`config.mk`:
```
export PLATFORM = sky130hd
export DESIGN_NAME = uart_reader
export DESIGN_NICKNAME = d
export VERILOG_FILES = /design/src/rtl/uart_reader.sv
export SDC_FILE = /design/constraint.sdc
export NUM_CORES = 1
export LEC_CHECK = 0
export BUFFER_PORTS_ARGS = -buffer_cell sky130_fd_sc_hd__buf_2
export CORE_ASPECT_RATIO = 0.75
export CORE_MARGIN = 3
export CORE_UTILIZATION = 57
export CTS_CLUSTER_DIAMETER = 150
export DETAILED_ROUTE_END_ITERATION = 8
export GPL_ROUTABILITY_DRIVEN = 0
export GPL_TIMING_DRIVEN = 0
export PLACE_DENSITY = 0.77
export RECOVER_POWER = 50
export REMOVE_ABC_BUFFERS = 1
export SLEW_MARGIN = 20
export SYNTH_ARGS = -nofsm -noshare
export SYNTH_HDL_FRONTEND = slang
export SYNTH_SLANG_ARGS = --single-unit
```
`constraint.sdc`:
```
create_clock -name clk -period 2.1 [get_ports clk]
set_clock_uncertainty 0.15 [all_clocks]
set_input_delay 0.105 -clock clk [delete_from_list [all_inputs] [get_ports clk]]
set_output_delay 0.105 -clock clk [all_outputs]
set_load 0.03 [all_outputs]
```
`src/rtl/uart_reader.sv`:
```
// uart_reader: UART receive path (8N1) with sticky overrun/frame-error flags for an HPS PIO.
// Define UART_READER_PARITY_EN to select 8E1 framing with an even-parity check.
module uart_reader #(
    parameter int unsigned CLK_FREQ = 50000000,
    parameter int unsigned BAUD     = 115200
) (
    input  logic       clk,
    input  logic       rst_n,
    input  logic       rx_in,
    input  logic       rd_ack,
    output logic [7:0] rx_data,
    output logic       rx_ready,
    output logic       overrun,
    output logic       frame_err,
    output logic       busy
);
    localparam int unsigned CLKS_PER_BIT = CLK_FREQ / BAUD;
    localparam int unsigned HALF_BIT     = CLKS_PER_BIT / 2;
    localparam int unsigned TW           = (CLKS_PER_BIT > 1) ? $clog2(CLKS_PER_BIT) : 1;
    localparam logic [TW-1:0] BIT_LAST   = TW'(CLKS_PER_BIT - 1);
    localparam logic [TW-1:0] HALF_LAST  = TW'(HALF_BIT - 1);

`ifdef UART_READER_PARITY_EN
    typedef enum logic [2:0] {IDLE, START, DATA, PARITY, STOP} state_t;
`else
    typedef enum logic [1:0] {IDLE, START, DATA, STOP} state_t;
`endif

    state_t        state_q;
    logic [TW-1:0] timer_q;
    logic [2:0]    bit_idx_q;
    logic          rx_meta_q;
    logic          rx_sync_q;
    logic          rx_prev_q;
    logic [7:0]    shift_q;
    logic [7:0]    rx_data_q;
    logic          rx_ready_q;
    logic          overrun_q;
    logic          frame_err_q;
    logic          busy_q;
    logic          stop_done_q;
    logic          stop_good_c;

`ifdef UART_READER_PARITY_EN
    logic          parity_q;
    assign stop_good_c = rx_sync_q && ((^shift_q) == parity_q);
`else
    assign stop_good_c = rx_sync_q;
`endif

    // Edge detection needs the previous synced level, so a line stuck low never re-triggers.
    always_ff @(posedge clk or negedge rst_n) begin
        if (!rst_n) begin
            state_q     <= IDLE;
            timer_q     <= '0;
            bit_idx_q   <= '0;
            rx_meta_q   <= 1'b1;
            rx_sync_q   <= 1'b1;
            rx_prev_q   <= 1'b1;
            shift_q     <= '0;
            rx_data_q   <= '0;
            rx_ready_q  <= 1'b0;
            overrun_q   <= 1'b0;
            frame_err_q <= 1'b0;
            busy_q      <= 1'b0;
            stop_done_q <= 1'b0;
`ifdef UART_READER_PARITY_EN
            parity_q    <= 1'b0;
`endif
        end else begin
            rx_meta_q <= rx_in;
            rx_sync_q <= rx_meta_q;
            rx_prev_q <= rx_sync_q;

            if (rd_ack) begin
                rx_ready_q  <= 1'b0;
                overrun_q   <= 1'b0;
                frame_err_q <= 1'b0;
            end

            case (state_q)
                IDLE: begin
                    timer_q   <= '0;
                    bit_idx_q <= '0;
                    if (rx_prev_q && !rx_sync_q) begin
                        state_q <= START;
                        busy_q  <= 1'b1;
                    end
                end
                START: begin
                    if (timer_q == HALF_LAST) begin
                        timer_q <= '0;
                        if (rx_sync_q) begin
                            state_q <= IDLE;
                            busy_q  <= 1'b0;
                        end else begin
                            state_q <= DATA;
                        end
                    end else begin
                        timer_q <= timer_q + TW'(1);
                    end
                end
                DATA: begin
                    if (timer_q == BIT_LAST) begin
                        timer_q   <= '0;
                        shift_q   <= {rx_sync_q, shift_q[7:1]};
                        bit_idx_q <= bit_idx_q + 3'd1;
                        if (bit_idx_q == 3'd7) begin
`ifdef UART_READER_PARITY_EN
                            state_q <= PARITY;
`else
                            state_q <= STOP;
`endif
                        end
                    end else begin
                        timer_q <= timer_q + TW'(1);
                    end
                end
`ifdef UART_READER_PARITY_EN
                PARITY: begin
                    if (timer_q == BIT_LAST) begin
                        timer_q  <= '0;
                        parity_q <= rx_sync_q;
                        state_q  <= STOP;
                    end else begin
                        timer_q <= timer_q + TW'(1);
                    end
                end
`endif
                STOP: begin
                    // Result lands on the sample edge; state leaves STOP one cycle later.
                    if (stop_done_q) begin
                        stop_done_q <= 1'b0;
                        timer_q     <= '0;
                        state_q     <= IDLE;
                        busy_q      <= 1'b0;
                    end else if (timer_q == BIT_LAST) begin
                        stop_done_q <= 1'b1;
                        if (stop_good_c) begin
                            rx_data_q  <= shift_q;
                            rx_ready_q <= 1'b1;
                            overrun_q  <= rx_ready_q && !rd_ack;
                        end else begin
                            frame_err_q <= 1'b1;
                        end
                    end else begin
                        timer_q <= timer_q + TW'(1);
                    end
                end
                default: begin
                    state_q <= IDLE;
                    busy_q  <= 1'b0;
                end
            endcase
        end
    end

    assign rx_data   = rx_data_q;
    assign rx_ready  = rx_ready_q;
    assign overrun   = overrun_q;
    assign frame_err = frame_err_q;
    assign busy      = busy_q;
endmodule

```
==> results_dict.tcl, run 1 <==
set metrics [dict create \
    outcome "completed" \
    dp_hpwl_mm 2.17 \
    synth_top_area_cell "dfrtp_1" \
    synth_cells 140 \
    start_util_pct 62.6 \
    grt_setup_unrepaired "false" \
    start_kind "flip-flop" \
    synth-simple-area-share_pct 13.4 \
    yosys-top-cells-area "dfrtp_1 (51%), mux2_2 (10%), dfstp_2 (4.6%), ha_1 (3.6%), o21ai_0 (2.9%)" \
    end_kind "flip-flop" \
    grt_max_degree 39 \
    ant_nets 0 \
    grt_pass1_wl_mm 5.32 \
    dp.cells 186 \
    num_rows 16 \
    setup.worst_path.class "reg2reg" \
    path_delay_family "simple AND/OR/NAND/NOR gates" \
    tightest_slew_ns 0.900 \
    setup_ws_ns 0.183 \
    critPathBufInv 1 \
    min_path_type "reg2reg" \
    synth_cell_types 39 \
    yosysTopAreaCellShare_pct 51.0 \
    max_slew_margin_pct 40.0 \
    io_pins 16 \
    first_global_vias 1089 \
    cts_root_buffer "clkbuf_8" \
    drive_gt1_share_pct 23.0 \
    required_ns 2.11 \
    grt.busiest_layer "met2" \
    crit_slowest_cell "dfrtp_1" \
    globalRouteMet3Util_pct 5.78 \
    clock.fmax_mhz 522 \
    grt_antenna_before_repair 0 \
    synthMuxAreaShare_pct 10.5 \
    setup_viol 0 \
    overflow 0 \
    postCtsSetupBuffers 0 \
    num_antenna_cells 0 \
    die_w_um 69.4 \
    post-route-period-util_pct 91.3 \
    p_per_area_nw_per_um2 890 \
    critical_path_arrival_ns 1.93 \
    grt.total_usage_pct 18.8 \
    synth_edf_count 0 \
    synth_top_family_by_area "simple AND/OR/NAND/NOR gates" \
    cts_tree "built" \
    crit_fanout 10 \
    wl_mm 3.08 \
    syn_to_final_growth_pct 11.7 \
    syn_area_sq_um 1720 \
    design.core.area_sq_um 2740 \
    dr.pass1.iters 4 \
    synth_xor_area_share_pct 3.06 \
    synth_warnings 0 \
    die-area_sq_um 3720 \
    final_util_pct 70.0 \
    instances_no_fill 197 \
    post_drt_wl_per_cell_um 15.6 \
    final_hold_viol_count 0 \
    maxCapViolCount 0 \
    fin_tns_setup_ns 0 \
    ir_worst_vdd_uv 553 \
    cts_sinks 38 \
    synth-seq-cells 38 \
    synthTopCellsByCount "dfrtp_1 (35), mux2_2 (16), inv_1 (11), o21ai_0 (10)" \
    vias 1116 \
    cp_cell_sequence "inv_1, ha_1, and4bb_4, nand4_2, mux2_2" \
    max_stage_delay_ns 0.41 \
    clk_pin_slew_worst_paths_ns 0.07 \
    io_buffers 15 \
    numCtsBuffers 5 \
    post-place-ws_ns 0.189 \
    seq_area_frac_synth_pct 55.6 \
    clock_latency_ns 0.29 \
    grtUsageMet1_pct 25.2 \
    synth_compound_area_share_pct 9.69 \
    p_leak_nw 0.905 \
    synth_top_flop_cell "dfrtp_1" \
    slew_viol_final 0 \
    syn_area_per_cell_sq_um 12.3 \
    fin_total_pwr_mw 1.71 \
    viasPerCell 5.66 \
    drc 0 \
    drtIter0Drc 81 \
    synthAdderAreaFrac_pct 3.64 \
    met2_usage_pct 30.7 \
    final_nets 169 \
    synthArstFlopShare_pct 100 \
    period_needed_ns 1.92 \
    clockBufferDepth 2 \
    die_y_um 53.5 \
    yosysMostFrequentCell "dfrtp_1" \
    htreeDepth 2 \
]
-- cells by family after synthesis --
logic type / count (synthesis)
flip-flops: 38
AND/OR/NAND/NOR: 33
AO/OA/AOI/OAI: 26
buffers and inverters: 16
multiplexers: 16
XOR/XNOR: 6
adder cells (fa/ha/maj): 5
-- sequential cells by signal, summed over array words and instances, names as in the netlist, named ones only --
name and flops:
bit_idx_q 3, busy 1, frame_err 1, overrun 1
rx_data 8, rx_meta_q 1, rx_prev_q 1, rx_ready 1
rx_sync_q 1, shift_q 8, state_q 1, stop_done_q 1
timer_q 9
-- final timing paths --
| path | from | endpoint | slack [ns] | cells past startpoint |
|---|---|---|---|---|
| setup / recovery | timer_q[1]$_DFFE_PN0P_ | rx_data[5]$_DFFE_PN0P_ | 0.18 | 5 |
| hold / removal | rx_meta_q$_DFF_PN1_ | rx_sync_q$_DFF_PN1_ | 0.22 | 0 |
| setup reg to reg | timer_q[1]$_DFFE_PN0P_ | rx_data[5]$_DFFE_PN0P_ | 0.18 | 5 |
| hold reg to reg | rx_meta_q$_DFF_PN1_ | rx_sync_q$_DFF_PN1_ | 0.22 | 0 |
| max in group asynchronous | rst_n | rx_data[4]$_DFFE_PN0P_ | 0.91 | 2 |
| min in group asynchronous | rst_n | bit_idx_q[2]$_DFFE_PN0P_ | 0.32 | 2 |
-- report_power, final --
group          internal [mW]  total, mW  switching, mW  leakage, nW
clock                  0.267      0.499          0.231       0.0455
sequential             0.793      0.903          0.109        0.510
combinational          0.126      0.306          0.180        0.349
total                   1.19       1.71          0.521        0.905
-- metrics by stage --
stage	hold WS [ns]	area, sq um
2_1_floorplan	-0.341	1690
3_3_place_gp	0.0616	1810
3_5_place_dp	0.0612	1810
4_1_cts	0.213	1930
5_1_grt	0.223	1920
6_report	0.219	1920
-- layout by cell type, fill, tap and decap left out, types with 2 or more instances in the layout --
cell,n
o21ai_0,10
o211ai_1,3
dfrtp_1,35
mux2_2,16
clkbuf_8,6
clkbuf_1,14
nand3_1,3
inv_1,11
dlygate4sd3_1,3
nor2_1,7
nand2_1,7
a21oi_1,3
ha_1,5
dfstp_2,2
buf_2,2
xor2_1,4
xnor2_1,2
o31ai_1,4
-- per-layer routing --
| metal | wire (um) | part of all wire (%) | vias to the layer above |
|---|---|---|---|
| met5 | 0 | 0 | - |
| met4 | 0 | 0 | 0 |
| met3 | 113 | 3.7 | 0 |
| met2 | 1480 | 48 | 19 |
| met1 | 1480 | 48 | 567 |
| li1 | - | - | 530 |
-- final cells by class --
| cell class | instances | area (sq um) |
|---|---|---|
| Fill cell | 210 | 823 |
| Multi-Input combinational cell | 86 | 698 |
| Sequential cell | 38 | 955 |
| Inverter | 11 | 41.3 |
| Clock buffer | 8 | 90.1 |
| Tap cell | 36 | 45.0 |
| Timing Repair Buffer | 18 | 90.1 |
-- worst register-to-register path: cells and delay by family, from the launching register on --
family / cells / cell delay, ns
fa+ha+maj: 1 / 0.15
buf+inv: 1 / 0.09
flops: 1 / 0.41
mux: 1 / 0.39
simple gates: 2 / 0.60
-- timing repair --
action / 4_1_cts / 5_1_grt
hold endpoints to repair: 39 / 0
gates resized for setup: 0 / 1
setup endpoints to repair: 0 / 1
hold buffers: 3 / 0
Power figures use the tool's default switching activity.
==> run 2, diff against run 1 <==
--- a/config.mk
+++ b/config.mk
@@ -5,6 +5,7 @@
 export SDC_FILE = /design/constraint.sdc
 export NUM_CORES = 1
 export LEC_CHECK = 0
+export ABC_AREA = 1
 export BUFFER_PORTS_ARGS = -buffer_cell sky130_fd_sc_hd__buf_2
 export CORE_ASPECT_RATIO = 0.75
 export CORE_MARGIN = 3
==> results_dict.tcl, run 2 <==
set metrics [dict create \
    syn_to_final_growth_pct 11.6 \
    die-area_sq_um 3800 \
    drtIter0Drc 94 \
    dr.pass1.iters 4 \
    grt_pass1_wl_mm 5.91 \
    drc 0 \
    seqCellArea_sq_um 955 \
    cp_common_cell "nand2_2" \
    synth_edf_count 0 \
    grt_antenna_before_repair 0 \
    fin_tns_setup_ns 0 \
    tightest_slew_ns 0.906 \
    start_kind "flip-flop" \
    post_drt_wl_per_cell_um 12.2 \
    final_hold_viol_count 0 \
    internal_power_mw 1.20 \
    worstRegToRegCells 9 \
    synth_cell_types 17 \
    yosys-top-cells-area "dfrtp_1 (50%), nand2_1 (14%), inv_1 (7.0%), dfstp_2 (4.5%), nor2_1 (4.3%)" \
    swShare_pct 34.2 \
    p_per_area_nw_per_um2 927 \
    die_y_um 54.1 \
    start_util_pct 63.3 \
    clk_pin_slew_worst_paths_ns 0.07 \
    critPathBufInv 1 \
    grt_setup_unrepaired "false" \
    slew_viol_final 0 \
    viasPerCell 5.10 \
    crit_fanout 18 \
    die_w_um 70.2 \
    multi_input_area_sq_um 659 \
    final_cell_mix "nand2_1 (65), dfrtp_1 (35), inv_1 (33)" \
    path_delay_family "simple AND/OR/NAND/NOR gates" \
    maxCapViolCount 0 \
    fillers 221 \
    p_sw_uw 624 \
    max_slew_margin_pct 39.6 \
    drive_gt1_share_pct 10.8 \
    wl_mm 3.26 \
    max_stage_delay_ns 0.41 \
    vias 1367 \
    critical_path_arrival_ns 1.91 \
    synthArstFlopShare_pct 100 \
    dp_hpwl_mm 2.39 \
    ir_worst_vdd_uv 688 \
    power_frac_comb_pct 25.1 \
    synthTopCellsByCount "nand2_1 (65), dfrtp_1 (35), inv_1 (33), nor2_1 (20), o21ai_0 (15)" \
    largest_reg_flops 9 \
    yosysMostFrequentCell "nand2_1" \
    syn_area_per_cell_sq_um 8.46 \
    r2r_start "timer_q[1]$_DFFE_PN0P_" \
    setup_viol 0 \
    reg2reg_to "overrun$_DFF_PN0_" \
    num_antenna_cells 0 \
    synth_top_flop_cell "dfrtp_1" \
    cts_tree "built" \
    seq_area_frac_synth_pct 54.2 \
    final_nets 240 \
    io_buffers 15 \
    cp_cell_sequence "inv_1, ha_1, nand2_1, nor2_1, nand2_2, nor2_4, nand2_2, nand3_1, o21ai_2" \
    yosysTopAreaCellShare_pct 49.8 \
    required_ns 2.12 \
    clock.fmax_mhz 527 \
    setup_ws_ns 0.204 \
    grt.total_usage_pct 20.4 \
    synth_top_area_cell "dfrtp_1" \
    overflow 0 \
    post-place-ws_ns 0.208 \
    layout_commonest_cell "nand2_1" \
    design.core.area_sq_um 2780 \
    io_pins 16 \
    cts_sinks 38 \
    synth_warnings 0 \
    min_path_type "reg2reg" \
    cts_root_buffer "clkbuf_8" \
    first_global_vias 1414 \
    synth_cells 208 \
    rrSetupSlack_ns 0.20 \
    cp_num_cells 9 \
    numCtsBuffers 5 \
    hold_end "rx_sync_q$_DFF_PN1_" \
    post-route-period-util_pct 90.3 \
    crit_slowest_cell "dfrtp_1" \
    clkPwrFrac_pct 28.3 \
    ant_nets 0 \
    syn_area_sq_um 1760 \
    num_rows 16 \
    setup.worst_path.class "reg2reg" \
    end_kind "flip-flop" \
    htreeDepth 2 \
    regMostFlops "timer_q" \
    worstHoldStart "rx_meta_q$_DFF_PN1_" \
    p_leak_nw 1.00 \
    whs_path_depth 0 \
    fin_total_pwr_mw 1.82 \
    clockBufferDepth 2 \
    outcome "completed" \
    period_needed_ns 1.90 \
    synth-seq-cells 38 \
    grt_max_degree 39 \
    power_frac_seq_pct 46.6 \
    clock_latency_ns 0.29 \
]
run 2: logic make-up (layout without fill, tap and decap cells):
| group | after synthesis | in the layout | share of synthesized area, % |
|---|---|---|---|
| AO/OA/AOI/OAI | 27 | 27 | 9.81 |
| adder cells (fa/ha/maj) | 5 | 5 | 3.55 |
| buffers and inverters | 35 | 59 | 8.32 |
| flip-flops | 38 | 38 | 54.2 |
| AND/OR/NAND/NOR | 103 | 103 | 24.1 |
run 2: worst max path at each step:
| stage | end | startpoint | slack, ns |
|---|---|---|---|
| global placement | overrun$_DFF_PN0_ | timer_q[1]$_DFFE_PN0P_ | 0.29 |
| CTS | overrun$_DFF_PN0_ | timer_q[1]$_DFFE_PN0P_ | 0.20 |
| floorplan | overrun$_DFF_PN0_ | timer_q[1]$_DFFE_PN0P_ | 0.46 |
| global route | overrun$_DFF_PN0_ | timer_q[1]$_DFFE_PN0P_ | 0.06 |
| detailed placement | rx_data[3]$_DFFE_PN0P_ | timer_q[1]$_DFFE_PN0P_ | 0.21 |
| finish | overrun$_DFF_PN0_ | timer_q[1]$_DFFE_PN0P_ | 0.20 |
run 2: area by class of cell:
| cell class | count | area share [%] |
|---|---|---|
| Clock buffer | 7 | 4.39 |
| Clock inverter | 1 | 0.255 |
| Tap cell | 36 | 2.29 |
| Timing Repair Buffer | 18 | 4.59 |
| Inverter | 33 | 6.31 |
| Multi-Input combinational cell | 135 | 33.6 |
| Sequential cell | 38 | 48.6 |
run 2: per-stage QoR:
stage | instances | util (%) | hold WS [ns] | cell area [sq um]
final | 268 | 70.6 | 0.216 | 1960
after global routing | 268 | 70.6 | 0.222 | 1960
after CTS | 268 | 71.1 | 0.213 | 1980
after detailed placement | 257 | 66.8 | 0.0635 | 1860
after global placement | 257 | 66.8 | 0.0616 | 1860
after floorplan | 206 | - | -0.341 | 1740
run 2: power groups by stage:
stage | Sequential (mW) | Combinational [mW] | Clock, mW
finish | 0.849 | 0.457 | 0.516
CTS | 0.847 | 0.456 | 0.522
global route | 0.857 | 0.535 | 0.559
floorplan | 0.868 | 0.325 | 0
detailed placement | 0.861 | 0.452 | 0
global placement | 0.856 | 0.431 | 0
run 2: routing by layer:
metal | up-vias | track usage, % | wire [um]
met3 | 10 | 5.22 | 144
met4 | 0 | 8.60 | 55
met5 | - | 0 | 0
met1 | 642 | 24.8 | 1580
li1 | 688 | - | -
met2 | 27 | 35.4 | 1480
run 2: timing repair:
action,4_1_cts,5_1_grt
setup buffers,0,0
hold buffers,3,0
resized for setup,0,0
endpoints found under the hold margin,38,0
==> run 3, diff against run 2 <==
==> constraint.sdc (replaced) <==
create_clock -name clk -period 2.1 [get_ports clk]
set_clock_uncertainty 0.15 [all_clocks]
set_input_delay 0.42 -clock clk [delete_from_list [all_inputs] [get_ports clk]]
set_output_delay 0.42 -clock clk [all_outputs]
set_load 0.03 [all_outputs]
==> results_dict.tcl, run 3 (same netlist as run 2, synthesis figures left out) <==
set metrics [dict create \
    end_kind "flip-flop" \
    post_drt_wl_per_cell_um 12.3 \
    fillers 219 \
    tightest_slew_ns 0.910 \
    setup_viol 0 \
    num_rows 16 \
    slew_viol_final 0 \
    numCtsBuffers 5 \
    ir_worst_vdd_uv 677 \
    r2r_start "timer_q[1]$_DFFE_PN0P_" \
    fin_tns_setup_ns 0 \
    period_needed_ns 1.90 \
    clk_pin_slew_worst_paths_ns 0.07 \
    maxCapViolCount 0 \
    instances_no_fill 265 \
    reg2reg_to "overrun$_DFF_PN0_" \
    multi_input_area_sq_um 659 \
    start_kind "flip-flop" \
    overflow 0 \
    post-route-period-util_pct 90.4 \
    vias 1364 \
    final_cell_mix "nand2_1 (65), dfrtp_1 (35), inv_1 (33)" \
    rrSetupSlack_ns 0.20 \
    io_buffers 15 \
    dp_hpwl_mm 2.39 \
    grt_max_degree 39 \
    drtIter0Drc 109 \
    wl_mm 3.26 \
    cts_tree "built" \
    first_global_vias 1388 \
    max_slew_margin_pct 39.3 \
    clock.fmax_mhz 527 \
    grt_antenna_before_repair 0 \
    grt.total_usage_pct 20.1 \
    worstRegToRegCells 9 \
    seqCellArea_sq_um 955 \
    dp.cells 257 \
    drc 0 \
    cts_resized 0 \
    die-area_sq_um 3800 \
    worstHoldStart "rx_in" \
    grt_pass1_wl_mm 5.82 \
    die_w_um 70.2 \
    dr.pass1.iters 4 \
    cp_cell_sequence "inv_1, ha_1, nand2_1, nor2_1, nand2_2, nor2_4, nand2_2, nand3_1, o21ai_2" \
    postCtsSetupBuffers 0 \
    num_antenna_cells 0 \
    die_y_um 54.1 \
    outcome "completed" \
    syn_to_final_growth_pct 10.5 \
    layout_commonest_cell "nand2_1" \
    grt_setup_unrepaired "false" \
    cts_sinks 38 \
    required_ns 2.12 \
    crit_fanout 18 \
    io_pins 16 \
    final_nets 237 \
    clockBufferDepth 2 \
    ant_nets 0 \
    largest_reg_flops 9 \
    fin_area_sq_um 1950 \
    viasPerCell 5.15 \
    drive_gt1_share_pct 14.8 \
    regMostFlops "timer_q" \
    p_leak_nw 1.03 \
    cp_common_cell "nand2_2" \
    start_util_pct 63.3 \
    clock_latency_ns 0.29 \
    final_hold_viol_count 0 \
    hold_end "rx_meta_q$_DFF_PN1_" \
    crit_slowest_cell "dfrtp_1" \
    cts_root_buffer "clkbuf_8" \
    post_dp_cell_area_sq_um 1860 \
    critical_path_arrival_ns 1.92 \
    fin_total_pwr_mw 1.82 \
    design.core.area_sq_um 2780 \
    min_path_type "in2reg" \
    max_stage_delay_ns 0.41 \
    cts_hold_buf 0 \
    htreeDepth 2 \
    whs_path_depth 1 \
    setup.worst_path.class "reg2reg" \
    crit_start "timer_q[1]$_DFFE_PN0P_" \
    p_per_area_nw_per_um2 934 \
]
[run 3: changes by cell type in the layout (fill, tap and decap cells not counted)]
| cell | change |
|---|---|
| clkbuf_1 | -9 |
| dlygate4sd3_1 | -3 |
| buf_2 | +9 |
[run 3: final cells by class]
type | instances | area share [%]
sequential | 38 | 49.1
clock inverter | 1 | 0.257
timing repair buffer | 15 | 3.67
tap | 36 | 2.32
inverter | 33 | 6.37
multi-input combinational | 135 | 33.9
clock buffer | 7 | 4.44
[run 3: worst max path at each step]
stage                     depth (start not counted)                      to  slack, ns
final                                             9       overrun$_DFF_PN0_       0.20
after global routing                              9       overrun$_DFF_PN0_       0.06
after CTS                                         9       overrun$_DFF_PN0_       0.20
after detailed placement                          9  rx_data[3]$_DFFE_PN0P_       0.21
after global placement                            9       overrun$_DFF_PN0_       0.29
after floorplan                                   9       overrun$_DFF_PN0_       0.46
[run 3: metrics by stage]
| step | util, % | setup slack, ns | hold WS (ns) |
|---|---|---|---|
| after floorplan | - | 0.457 | -0.0256 |
| after global placement | 66.8 | 0.287 | 0.198 |
| after detailed placement | 66.8 | 0.208 | 0.201 |
| after CTS | 70.1 | 0.204 | 0.0687 |
| after global routing | 69.9 | 0.0551 | 0.0649 |
| final | 69.9 | 0.202 | 0.0760 |
[run 3: power by group]
group	internal (mW)	switching, mW	leakage (nW)
combinational	0.138	0.315	0.467
clock	0.265	0.250	0.0482
sequential	0.792	0.0569	0.512
[run 3: layer usage]
| layer | GRT usage (%) | wire [um] | share of wire [%] | vias up |
|---|---|---|---|---|
| met4 | 8.60 | 55 | 1.7 | 0 |
| met5 | 0 | 0 | 0 | - |
| met1 | 24.7 | 1580 | 49 | 642 |
| li1 | - | - | - | 682 |
| met3 | 5.22 | 139 | 4.3 | 10 |
| met2 | 34.5 | 1480 | 45 | 30 |
[run 3: critical path, delay by kind of cell, from the launching register on]
| kind | cells | cell delay [ns] |
|---|---|---|
| DFF | 1 | 0.41 |
| AOI/OAI and AO/OA | 1 | 0.06 |
| buffers and inverters | 1 | 0.09 |
| adders and majority gates | 1 | 0.15 |
| and+or+nand+nor | 6 | 0.91 |
